### src/rtl/kpn_pkg.sv
// Shared definitions for the KPN process nodes: FSM state encoding and default token width.
package kpn_pkg;

  localparam int DEFAULT_BITS_NUMBER = 16;

  typedef enum logic [1:0] {
    GET_A   = 2'd0,
    GET_B   = 2'd1,
    COMPUTE = 2'd2,
    PUT     = 2'd3
  } state_t;

endpackage

### src/rtl/kpn_adder_process_if.sv
// FIFO-side signal bundle of a two-input, one-output KPN node.
// master = the process node; slave = the FIFO fabric around it.
interface kpn_adder_process_if
  import kpn_pkg::*;
#(
  parameter int BITS_NUMBER = DEFAULT_BITS_NUMBER
);

  logic                   empty_a;
  logic [BITS_NUMBER-1:0] data_a;
  logic                   rd_a;
  logic                   empty_b;
  logic [BITS_NUMBER-1:0] data_b;
  logic                   rd_b;
  logic                   full_out;
  logic                   wr_out;
  logic [BITS_NUMBER-1:0] data_out;

  modport master (
    input  empty_a, data_a, empty_b, data_b, full_out,
    output rd_a, rd_b, wr_out, data_out
  );

  modport slave (
    output empty_a, data_a, empty_b, data_b, full_out,
    input  rd_a, rd_b, wr_out, data_out
  );

endinterface

### src/rtl/kpn_sat_adder.sv
// Combinational unsigned adder with optional saturation at the all-ones value;
// shared by the arithmetic KPN nodes.
module kpn_sat_adder
  import kpn_pkg::*;
#(
  parameter int BITS_NUMBER = DEFAULT_BITS_NUMBER,
  parameter bit SATURATE    = 1'b0
) (
  input  logic [BITS_NUMBER-1:0] a,
  input  logic [BITS_NUMBER-1:0] b,
  output logic [BITS_NUMBER-1:0] sum
);

  logic [BITS_NUMBER:0] wide;

  always_comb begin
    wide = {1'b0, a} + {1'b0, b};
    if (SATURATE && wide[BITS_NUMBER]) begin
      sum = '1;
    end else begin
      sum = wide[BITS_NUMBER-1:0];
    end
  end

endmodule

### src/rtl/kpn_adder_process.sv
// KPN process node: blocking read of A, blocking read of B, add, blocking write of the sum.
// One token per four cycles when every FIFO is ready.
module kpn_adder_process
  import kpn_pkg::*;
#(
  parameter int BITS_NUMBER = DEFAULT_BITS_NUMBER,
  parameter bit SATURATE    = 1'b0,
  parameter int COUNT_BITS  = 16
) (
  input  logic                  clk,
  input  logic                  rst_n,
  kpn_adder_process_if.master   fifo,
  output logic                  busy,
  output logic [COUNT_BITS-1:0] token_count
);

  state_t                 state;
  state_t                 state_next;
  logic [BITS_NUMBER-1:0] a_reg;
  logic [BITS_NUMBER-1:0] b_reg;
  logic [BITS_NUMBER-1:0] sum_reg;
  logic [BITS_NUMBER-1:0] sum_next;
  logic                   rd_a;
  logic                   rd_b;
  logic                   wr_out;

  kpn_sat_adder #(
    .BITS_NUMBER (BITS_NUMBER),
    .SATURATE    (SATURATE)
  ) u_adder (
    .a   (a_reg),
    .b   (b_reg),
    .sum (sum_next)
  );

  // NOTE: sequential state uses non-blocking assignments so every register
  // samples pre-edge values regardless of process evaluation order.
  always_ff @(posedge clk or negedge rst_n) begin
    if (!rst_n) begin
      state <= GET_A;
    end else begin
      state <= state_next;
    end
  end

  // NOTE: every output of this block gets a default first, so no path leaves
  // a signal unassigned and no latch is inferred.
  always_comb begin
    state_next = state;
    rd_a       = 1'b0;
    rd_b       = 1'b0;
    wr_out     = 1'b0;
    unique case (state)
      GET_A: begin
        rd_a = ~fifo.empty_a;
        if (!fifo.empty_a) state_next = GET_B;
      end
      GET_B: begin
        rd_b = ~fifo.empty_b;
        if (!fifo.empty_b) state_next = COMPUTE;
      end
      COMPUTE: begin
        state_next = PUT;
      end
      PUT: begin
        wr_out = ~fifo.full_out;
        if (!fifo.full_out) state_next = GET_A;
      end
      default: state_next = GET_A;
    endcase
  end

  // NOTE: strobes are masked by rst_n because GET_A is the reset state and
  // would otherwise pop FIFO A while reset is still held.
  assign fifo.rd_a     = rd_a & rst_n;
  assign fifo.rd_b     = rd_b & rst_n;
  assign fifo.wr_out   = wr_out & rst_n;
  assign fifo.data_out = sum_reg;
  assign busy          = (state != GET_A);

  always_ff @(posedge clk or negedge rst_n) begin
    if (!rst_n) begin
      a_reg       <= '0;
      b_reg       <= '0;
      sum_reg     <= '0;
      token_count <= '0;
    end else begin
      if (rd_a) a_reg <= fifo.data_a;
      if (rd_b) b_reg <= fifo.data_b;
      if (state == COMPUTE) sum_reg <= sum_next;
      if (wr_out) token_count <= token_count + COUNT_BITS'(1);
    end
  end

endmodule

### src/flat_wrapper.sv
// flat-port wrapper written by rule: the top's interface ports become plain ports
module kpn_adder_process_flat import kpn_pkg::*;
#(
  parameter int BITS_NUMBER = DEFAULT_BITS_NUMBER,
  parameter bit SATURATE    = 1'b0,
  parameter int COUNT_BITS  = 16
)
  (clk, rst_n, busy, token_count, fifo_empty_a, fifo_data_a, fifo_empty_b, fifo_data_b, fifo_full_out, fifo_rd_a, fifo_rd_b, fifo_wr_out, fifo_data_out);
  kpn_adder_process_if #(.BITS_NUMBER(BITS_NUMBER)) fifo_i ();
  input  logic clk;
  input  logic rst_n;
  output logic busy;
  output logic [COUNT_BITS-1:0] token_count;
  input wire logic [$bits(fifo_i.empty_a)-1:0] fifo_empty_a;
  input wire logic [$bits(fifo_i.data_a)-1:0] fifo_data_a;
  input wire logic [$bits(fifo_i.empty_b)-1:0] fifo_empty_b;
  input wire logic [$bits(fifo_i.data_b)-1:0] fifo_data_b;
  input wire logic [$bits(fifo_i.full_out)-1:0] fifo_full_out;
  output wire logic [$bits(fifo_i.rd_a)-1:0] fifo_rd_a;
  output wire logic [$bits(fifo_i.rd_b)-1:0] fifo_rd_b;
  output wire logic [$bits(fifo_i.wr_out)-1:0] fifo_wr_out;
  output wire logic [$bits(fifo_i.data_out)-1:0] fifo_data_out;
  assign fifo_i.empty_a = fifo_empty_a;
  assign fifo_i.data_a = fifo_data_a;
  assign fifo_i.empty_b = fifo_empty_b;
  assign fifo_i.data_b = fifo_data_b;
  assign fifo_i.full_out = fifo_full_out;
  assign fifo_rd_a = fifo_i.rd_a;
  assign fifo_rd_b = fifo_i.rd_b;
  assign fifo_wr_out = fifo_i.wr_out;
  assign fifo_data_out = fifo_i.data_out;
  kpn_adder_process #(.BITS_NUMBER(BITS_NUMBER), .SATURATE(SATURATE), .COUNT_BITS(COUNT_BITS)) u_core (.clk(clk), .rst_n(rst_n), .fifo(fifo_i), .busy(busy), .token_count(token_count));
endmodule
### config.mk
export PLATFORM = sky130hd
export DESIGN_NAME = kpn_adder_process_flat
export DESIGN_NICKNAME = d
export VERILOG_FILES = /design/src/rtl/kpn_pkg.sv /design/src/rtl/kpn_adder_process_if.sv /design/src/rtl/kpn_sat_adder.sv /design/src/rtl/kpn_adder_process.sv /design/src/flat_wrapper.sv
export SDC_FILE = /design/constraint.sdc
export NUM_CORES = 1
export LEC_CHECK = 0
export ABC_CLOCK_PERIOD_IN_PS = 6550
export CELL_PAD_IN_SITES_DETAIL_PLACEMENT = 1
export CELL_PAD_IN_SITES_GLOBAL_PLACEMENT = 1
export CORE_AREA = 2 2 93 95
export CTS_CLUSTER_DIAMETER = 50
export DETAILED_ROUTE_END_ITERATION = 16
export DIE_AREA = 0 0 95 97
export GPL_TIMING_DRIVEN = 1
export HOLD_SLACK_MARGIN = 0.15
export PLACE_DENSITY = 0.88
export SETUP_SLACK_MARGIN = 0.5
export SYNTH_ARGS = -nofsm -noshare
export SYNTH_HDL_FRONTEND = slang
export SYNTH_SLANG_ARGS = --single-unit
### constraint.sdc
create_clock -name clk -period 6.55 [get_ports clk]
set_input_delay 0.655 -clock clk [delete_from_list [all_inputs] [get_ports clk]]
set_output_delay 0.655 -clock clk [all_outputs]
set_load 0.03 [all_outputs]
==> run metrics, run 1 <==
initial DRC count 81; clk buf depth 2; Final setup viols 0; Post-Syn Area 3470 um^2; Power Density 577 nW/um^2; dpl hpwl 6440 um; Clock Skews 0.00895 ns; largest net degree at the start of global routing 70; Port Buf Inserts 72; Post-CTS Setup Bufs 0; minimum clock period 3.38 ns; Via density 5.43; routability cong. 0.896; fraction of the mapped netlist area in simple logic gates 11.6%; cell internal pwr 1500 uW; XOR/XNOR share of the synthesized area 6.05%; RSZ-0062 raised after global routing no; initial antenna violation count 0; H-tree Lvls 3; Startpoint Class register; min-delay worst type reg2reg; Final Hold Fails 0; fillers 857; Synth cell types 46; Max Fclk 296 MHz; GRT Util Overall 20.3%; first-pass GRT wire length 14600 um; Sink Count 66; TritonCTS clock tree yes; post-synthesis mux area share 14.5%; post-CTS sizing 0; switching share of power 42.9%; met1 GRT Util 25.2%; max-cap violations 0; Worst Path Arrival 2.72 ns; die width 95 um; Leak 0.00192 uW; ys flop type dfrtp_1; M2 GR Usage 34.3%; CTS Buf Count 9; status finished, final reports clean; vias in the first global route 2938; worst setup margin 3.17 ns; average size of a mapped cell 11.6 um^2; Core Area 8130 um^2; die height 97 um; DR pass1 iterations 6; DRC Markers 0; hold_buf cts 0; worst-margin pin slew 0.905 ns; switching component of the power 1130 uW; Synth Area in Compound Gates 10.6%; CP Launch Point u_core.state[0]; Synth Instances 300; Final Cycle Share 51.6%; Post-Route WL 8930 um; Wirelength per Cell 18.3 um; clock-pin slew on the worst setup and hold paths 0.08 ns; area delta synth->final 31.1%; std cell rows 33; Comb power frac 57.0%; hold wc startpoint u_core.token_count[15]; M3 GR Usage 5.22%; Clock Tree Root clkbuf_8; gr busiest metal met2; relative slew slack 39.7%; most frequent cells in the layout clkdlybuf4s50_1 (71), dfrtp_1 (66), mux2_2 (42); TNS Setup 0 ns; CP max FO 17; Max Slew Vio Count 0; area of the multi-input gates 1770 um^2; RR Startpoint u_core.state[0]; CP required 5.89 ns; GR Overflow Total 0; pre-CTS setup slack 3.20 ns; Yosys reg bits 66; WS Path Type reg2out; storage element area 1650 um^2; Post-synth EDFFs 0; Final nets 437; Synthesis Warnings 0; Sequential Power Share 26.7%; n_diodes 0; Clock power frac 16.3%; Peak VDD IR 0.000237 V; commonest non-fill, non-tap cell in the layout clkdlybuf4s50_1; share of cells above drive strength 1 18.3%; worst skew pair latency 0.34 ns; die area 9220 um^2; largest family of logic cells by synthesized area multiplexers; sequential share of the synthesized area 47.6%; vias 2652; I/O pin cnt 73; syn nets 359; Critical Path Sink Type output port; Starting Density 42.7%; ys async rst share 100%; Detail Route Antenna Nets 0; adder-cell share of the synthesized area 8.14%
per-stage QoR:
| stage | cell area, um^2 | power [uW] | utilization [%] | cells | hold slack (ns) |
|---|---|---|---|---|---|
| after global placement | 4300 | 2100 | 52.9 | 472 | 0.458 |
| after CTS | 4550 | 2640 | 56.0 | 488 | 0.481 |
| final | 4550 | 2620 | 56.0 | 488 | 0.476 |
| after global routing | 4550 | 2800 | 56.0 | 488 | 0.508 |
| after floorplan | 3470 | 1740 | - | 300 | 0.359 |
| after detailed placement | 4300 | 2190 | 52.9 | 472 | 0.469 |
final timing paths:
| check | slack, ns | cells past startpoint | to |
|---|---|---|---|
| worst max-delay path | 3.17 | 6 | fifo_rd_a |
| worst min-delay path | 0.48 | 1 | u_core.token_count[15] |
| worst max register to register | 4.17 | 4 | u_core.fifo.data_out[11] |
| worst min register to register | 0.48 | 1 | u_core.token_count[15] |
| max in group asynchronous | 5.48 | 2 | u_core.a_reg[1] |
| min in group asynchronous | 0.49 | 2 | u_core.token_count[1] |
layout make-up:
cell class	instances	share of cell area [%]
flip-flops and latches	66	36.3
well taps	105	2.89
clock inverters	6	2.47
clock buffers	10	3.02
multi-input cells	221	38.8
repair buffers	74	16.1
inverters	6	0.495
layer usage:
| layer | wire length, um | share of wire, % |
|---|---|---|
| met5 | 0 | 0 |
| met1 | 3750 | 42 |
| met3 | 427 | 4.8 |
| met4 | 159 | 1.8 |
| met2 | 4590 | 51 |
critical path, stage by stage (launching register included):
cell             delay (ns)
dfrtp_1                0.40
inv_1                  0.13
ha_1                   0.18
inv_1                  0.06
nor2_2                 0.70
and2_1                 0.23
clkdlybuf4s50_1        0.67
cells by family after synthesis:
group	after synthesis
AO/OA/AOI/OAI	52
XOR/XNOR	24
adder cells (fa/ha/maj)	22
buffers and inverters	13
flip-flops	66
multiplexers	45
AND/OR/NAND/NOR	78
cells in the mapped netlist (all sizes together) (2+ instances only):
cell / count / area share [%]
dfrtp: 66 / 48
mux2: 42 / 14
nand2: 27 / 2.9
ha: 21 / 7.6
xnor2: 18 / 4.5
a21oi: 17 / 2.9
nor2: 16 / 1.8
o21ai: 12 / 1.7
nand3: 8 / 1.2
nand4: 7 / 1.3
buf: 6 / 0.83
inv: 6 / 0.65
o211ai: 6 / 1.7
xor2: 6 / 1.5
and2: 4 / 0.72
nor2b: 4 / 0.72
a21o: 3 / 0.65
a22oi: 3 / 0.65
and3: 3 / 0.54
mux2i: 3 / 0.86
nor3: 3 / 0.58
a211oi: 2 / 0.58
a31oi: 2 / 0.36
power groups by stage:
stage          combinational [uW]  sequential (uW)  clock (uW)
3_5_place_dp                 1480              707           0
5_1_grt                      1630              722         452
4_1_cts                      1500              703         437
6_report                     1500              700         429
3_3_place_gp                 1400              696           0
2_1_floorplan                 940              800           0
Note: power is estimated with default switching activity, not from simulation.
==> inputs of run 2 (changes only) <==
--- a/config.mk
+++ b/config.mk
@@ -5,16 +5,16 @@
 export SDC_FILE = /design/constraint.sdc
 export NUM_CORES = 1
 export LEC_CHECK = 0
-export ABC_CLOCK_PERIOD_IN_PS = 6550
+export ABC_CLOCK_PERIOD_IN_PS = 2910
 export CELL_PAD_IN_SITES_DETAIL_PLACEMENT = 1
 export CELL_PAD_IN_SITES_GLOBAL_PLACEMENT = 1
-export CORE_AREA = 2 2 93 95
+export CORE_AREA = 2 2 102 104
 export CTS_CLUSTER_DIAMETER = 50
 export DETAILED_ROUTE_END_ITERATION = 16
-export DIE_AREA = 0 0 95 97
+export DIE_AREA = 0 0 104 106
 export GPL_TIMING_DRIVEN = 1
 export HOLD_SLACK_MARGIN = 0.15
-export PLACE_DENSITY = 0.88
+export PLACE_DENSITY = 0.78
 export SETUP_SLACK_MARGIN = 0.5
 export SYNTH_ARGS = -nofsm -noshare
 export SYNTH_HDL_FRONTEND = slang
==> constraint.sdc (replaced) <==
create_clock -name clk -period 2.91 [get_ports clk]
set_input_delay 0.291 -clock clk [delete_from_list [all_inputs] [get_ports clk]]
set_output_delay 0.291 -clock clk [all_outputs]
set_load 0.03 [all_outputs]
==> run metrics, run 2 (synthesized netlist as in run 1, its figures left out) <==
status finished, final reports clean; Startpoint Class register; min-delay worst type reg2reg; capture point of the worst path u_core.fifo.data_out[10]; minimum clock period 2.27 ns; Critical Path Sink Type register; Detail Route Antenna Nets 0; worst-margin pin slew 0.842 ns; Final Cycle Share 77.9%; Worst Path Arrival 2.50 ns; commonest non-fill, non-tap cell in the layout clkdlybuf4s50_1; clock-pin slew on the worst setup and hold paths 0.07 ns; Via density 5.06; first-pass GRT wire length 15000 um; TNS Setup 0 ns; CP max FO 4; initial DRC count 67; Power Density 1230 nW/um^2; Port Buf Inserts 72; storage element area 1650 um^2; max-cap violations 0; Final setup viols 0; FF-to-FF End u_core.fifo.data_out[10]; CP required 3.15 ns; area delta synth->final 31.3%; Sink Count 66; largest net degree at the start of global routing 31; I/O pin cnt 73; Post-Route WL 8830 um; most frequent cells in the layout clkdlybuf4s50_1 (68), dfrtp_1 (66), mux2_2 (42); vias in the first global route 3035; DR pass1 iterations 4; Max Slew Vio Count 0; vias 2653; routability cong. 0.770; RR Startpoint u_core.b_reg[0]; Starting Density 34.7%; area of the multi-input gates 1770 um^2; n_diodes 0; Design Power 5620 uW; std cell rows 37; FF-to-FF path depth 7; GRT Util Overall 17.2%; WS Path Type reg2reg; TritonCTS clock tree yes; Post-CTS Setup Bufs 0; die height 106 um; die area 11000 um^2; initial antenna violation count 0; Clock Skews 0.00978 ns; Final nets 442; Final Hold Fails 0; Core Util, Final 45.6%; Leak 0.00192 uW; H-tree Lvls 3; dpl hpwl 6460 um; die width 104 um; DRC Markers 0; CP Launch Point u_core.b_reg[0]; CTS Buf Count 9; Peak VDD IR 0.000497 V; Wirelength per Cell 16.8 um; Clock Tree Root clkbuf_8; Core Area 10000 um^2; fillers 1111; worst skew pair latency 0.35 ns; GR Overflow Total 0; Max Fclk 441 MHz; clk buf depth 2; RSZ-0062 raised after global routing no; relative slew slack 43.7%; flop2flop setup slack 0.64 ns; share of cells above drive strength 1 19.3%
## run 2: changes by cell type in the layout (fill, tap and decap cells not counted), sizes merged, moves of 2 or more
cell,before,now
buf,3,7
bufinv,3,0
clkdlybuf4s50,71,68
clkinvlp,0,2
dlygate4sd3,0,2
## run 2: final cells by class
class                   count  share of cell area [%]
clock buffers              11                    3.10
clock inverters             5                   0.659
inverters                   6                   0.494
multi-input cells         221                    38.9
flip-flops and latches     66                    36.2
well taps                 136                    3.73
repair buffers             79                    16.9
## run 2: layer usage
layer  vias up  track usage [%]  wire length (um)
met5         -                0                 0
met4         0             8.30               211
met3        20             3.68               363
met2        53             30.8              4480
met1      1331             19.4              3770
li1       1249                -                 -
## run 2: worst min path at each step
stage                      startpoint                endpoint  slack (ns)  cells after the start
2_1_floorplan                   rst_n         u_core.a_reg[0]      -0.005                      0
3_3_place_gp                    rst_n   u_core.token_count[0]        0.28                      1
3_5_place_dp                    rst_n   u_core.token_count[1]        0.28                      1
4_1_cts        u_core.token_count[15]  u_core.token_count[15]        0.47                      1
5_1_grt        u_core.token_count[15]  u_core.token_count[15]        0.51                      1
6_report       u_core.token_count[15]  u_core.token_count[15]        0.47                      1
## run 2: per-stage QoR
step           worst slack, ns  std cells  hold WS (ns)  cell area (um^2)
4_1_cts                  0.534        524         0.473              4550
6_report                 0.642        524         0.468              4560
2_1_floorplan            0.788        300      -0.00459              3470
3_5_place_dp             0.649        506         0.284              4360
5_1_grt                  0.502        524         0.514              4560
3_3_place_gp             0.691        506         0.279              4360
## run 2: critical path, stage by stage, from the launching register on
cell and delay [ns]:
dfrtp_1 0.40, ha_1 0.26, fa_1 0.46, a21oi_2 0.21, o211a_4 0.22, nor3_2 0.05
or3_1 0.35, a31o_1 0.20
## run 2: what timing repair did
action	in CTS	in global routing
setup endpoints to repair	2	2
hold buffers	2	0
gates resized for setup	2	2
endpoints found under the hold margin	18	0
## run 2: where the power goes
part           switching, uW  total [uW]  internal [uW]  leakage, uW
logic                   1880        3350           1480      0.00103
registers                255        1570           1320     0.000811
clock network            363         690            328    0.0000851
total                   2500        5620           3120      0.00192
==> inputs of run 3 (changes only) <==
--- a/config.mk
+++ b/config.mk
@@ -5,7 +5,7 @@
 export SDC_FILE = /design/constraint.sdc
 export NUM_CORES = 1
 export LEC_CHECK = 0
-export ABC_CLOCK_PERIOD_IN_PS = 2910
+export ABC_CLOCK_PERIOD_IN_PS = 1900
 export CELL_PAD_IN_SITES_DETAIL_PLACEMENT = 1
 export CELL_PAD_IN_SITES_GLOBAL_PLACEMENT = 1
 export CORE_AREA = 2 2 102 104
==> constraint.sdc (replaced) <==
create_clock -name clk -period 1.9 [get_ports clk]
set_input_delay 0.19 -clock clk [delete_from_list [all_inputs] [get_ports clk]]
set_output_delay 0.19 -clock clk [all_outputs]
set_load 0.03 [all_outputs]
==> run metrics, run 3 (synthesized netlist as in run 1, its figures left out) <==
status finished with violations; failing checks negative setup slack; Power Density 2010 nW/um^2; Peak VDD IR 0.000931 V; std cell rows 37; Clock power frac 11.9%; worst setup margin -0.193 ns; switching share of power 41.6%; die area 11000 um^2; Sink Count 66; Final Cycle Share 110%; I/O pin cnt 73; Wirelength per Cell 20.7 um; Clock Tree Root clkbuf_8; CP max FO 2; cell internal pwr 6700 uW; die height 106 um; RSZ-0062 raised after global routing yes; Sequential Power Share 22.0%; minimum clock period 2.09 ns; initial DRC count 76; fillers 1046; Max Fclk 478 MHz; first-pass GRT wire length 17800 um; Detail Route Antenna Nets 0; dpl hpwl 6700 um; area delta synth->final 64.8%; Leak 0.00260 uW; min-delay worst type in2async; Clock Skews 0.00815 ns; max-cap violations 0; DRC Markers 0; Critical Path Sink Type register; initial antenna violation count 0; CP required 2.14 ns; DR pass1 iterations 4; CTS Buf Count 9; Startpoint Class register; Post-Route WL 11900 um; most frequent cells in the layout dfrtp_1 (55), mux2_4 (41), clkdlybuf4s50_1 (35); clk buf depth 2; n_diodes 0; Via density 5.16; pre-CTS setup slack -0.134 ns; WS Path Type reg2reg; share of cells above drive strength 1 46.3%; Starting Density 34.7%; placed cell count 518; GR Overflow Total 0; Core Util, Final 57.2%; switching component of the power 4780 uW; Core Area 10000 um^2; GRT Util Overall 20.7%; final hold slack 0.425 ns; vias in the first global route 3265; FF-to-FF path depth 8; Final Hold Fails 0; relative slew slack 67.0%; Comb power frac 66.0%; routability cong. 0.841; TritonCTS clock tree yes; largest net degree at the start of global routing 39; Port Buf Inserts 72; commonest non-fill, non-tap cell in the layout dfrtp_1; H-tree Lvls 3; die width 104 um; Final nets 492; flop2flop setup slack -0.19 ns; worst-margin pin slew 0.494 ns; TNS Setup -0.987 ns; Final setup viols 11; RR Startpoint u_core.a_reg[0]; vias 2959; clock-pin slew on the worst setup and hold paths 0.08 ns; Max Slew Vio Count 0; worst skew pair latency 0.36 ns; FF-to-FF End u_core.fifo.data_out[4]; Post-Layout Cell Count 574; Worst Path Arrival 2.33 ns
run 3: cell types whose count changed in the layout (fill, tap and decap cells not counted), moves of 6 or more:
cell             delta
mux2_4             +41
xnor2_2            +10
buf_6              +20
mux2_2             -41
dlygate4sd2_1      +19
ha_4                +9
dfrtp_1            -11
clkdlybuf4s50_1    -33
buf_4              +22
dfrtp_2            +11
nand2_1             -6
ha_1               -11
xnor2_1            -10
run 3: worst max-delay path: stages, from the launching register on:
cell	delay (ns)
dfrtp_1	0.42
ha_4	0.19
fa_2	0.39
buf_4	0.15
buf_4	0.14
a21o_1	0.17
a21oi_2	0.13
xnor2_1	0.11
mux2_4	0.28
run 3: worst max path at each step:
stage	start	end	depth (start not counted)
2_1_floorplan	u_core.a_reg[0]	u_core.fifo.data_out[10]	7
3_3_place_gp	u_core.a_reg[0]	u_core.fifo.data_out[10]	7
3_5_place_dp	u_core.b_reg[0]	u_core.fifo.data_out[10]	7
4_1_cts	u_core.a_reg[0]	u_core.fifo.data_out[10]	7
5_1_grt	u_core.b_reg[0]	u_core.fifo.data_out[4]	8
6_report	u_core.a_reg[0]	u_core.fifo.data_out[4]	8
run 3: routing by layer:
metal / GRT usage [%] / up-vias / wire length (um) / share of wire [%]
li1: - / 1346 / - / -
met1: 24.8 / 1511 / 4700 / 39
met2: 36.2 / 82 / 6320 / 53
met3: 6.32 / 20 / 679 / 5.7
met4: 5.21 / 0 / 204 / 1.7
met5: 0 / - / 0 / 0
run 3: power by group through the flow:
| stage | registers (uW) | logic, uW | clock network [uW] |
|---|---|---|---|
| CTS | 2480 | 6720 | 1410 |
| global placement | 2470 | 5630 | 0 |
| finish | 2530 | 7580 | 1370 |
| floorplan | 2820 | 3660 | 0 |
| global route | 2610 | 8090 | 1460 |
| detailed placement | 2500 | 5790 | 0 |
run 3: cell type report:
class,count,area (um^2),share of cell area [%]
Inverter,6,32.5,0.569
Tap cell,136,170,2.97
Clock buffer,10,138,2.41
Timing Repair Buffer,129,1340,23.5
Sequential cell,66,1670,29.1
Clock inverter,6,90.1,1.57
Multi-Input combinational cell,221,2280,39.9
run 3: timing repair:
item / CTS / global route
gates resized for setup: 119 / 60
hold buffers: 2 / 0
setup buffers: 18 / 16
endpoints found under the hold margin: 28 / 0
pin swaps: 27 / 29
gates cloned: 4 / 0
endpoints found under the setup margin: 99 / 78
run 3: per-stage QoR:
step	instance area (um^2)	power, uW
floorplan	3680	6480
global placement	4660	8100
detailed placement	4660	8290
CTS	5400	10600
global route	5720	12200
finish	5720	11500
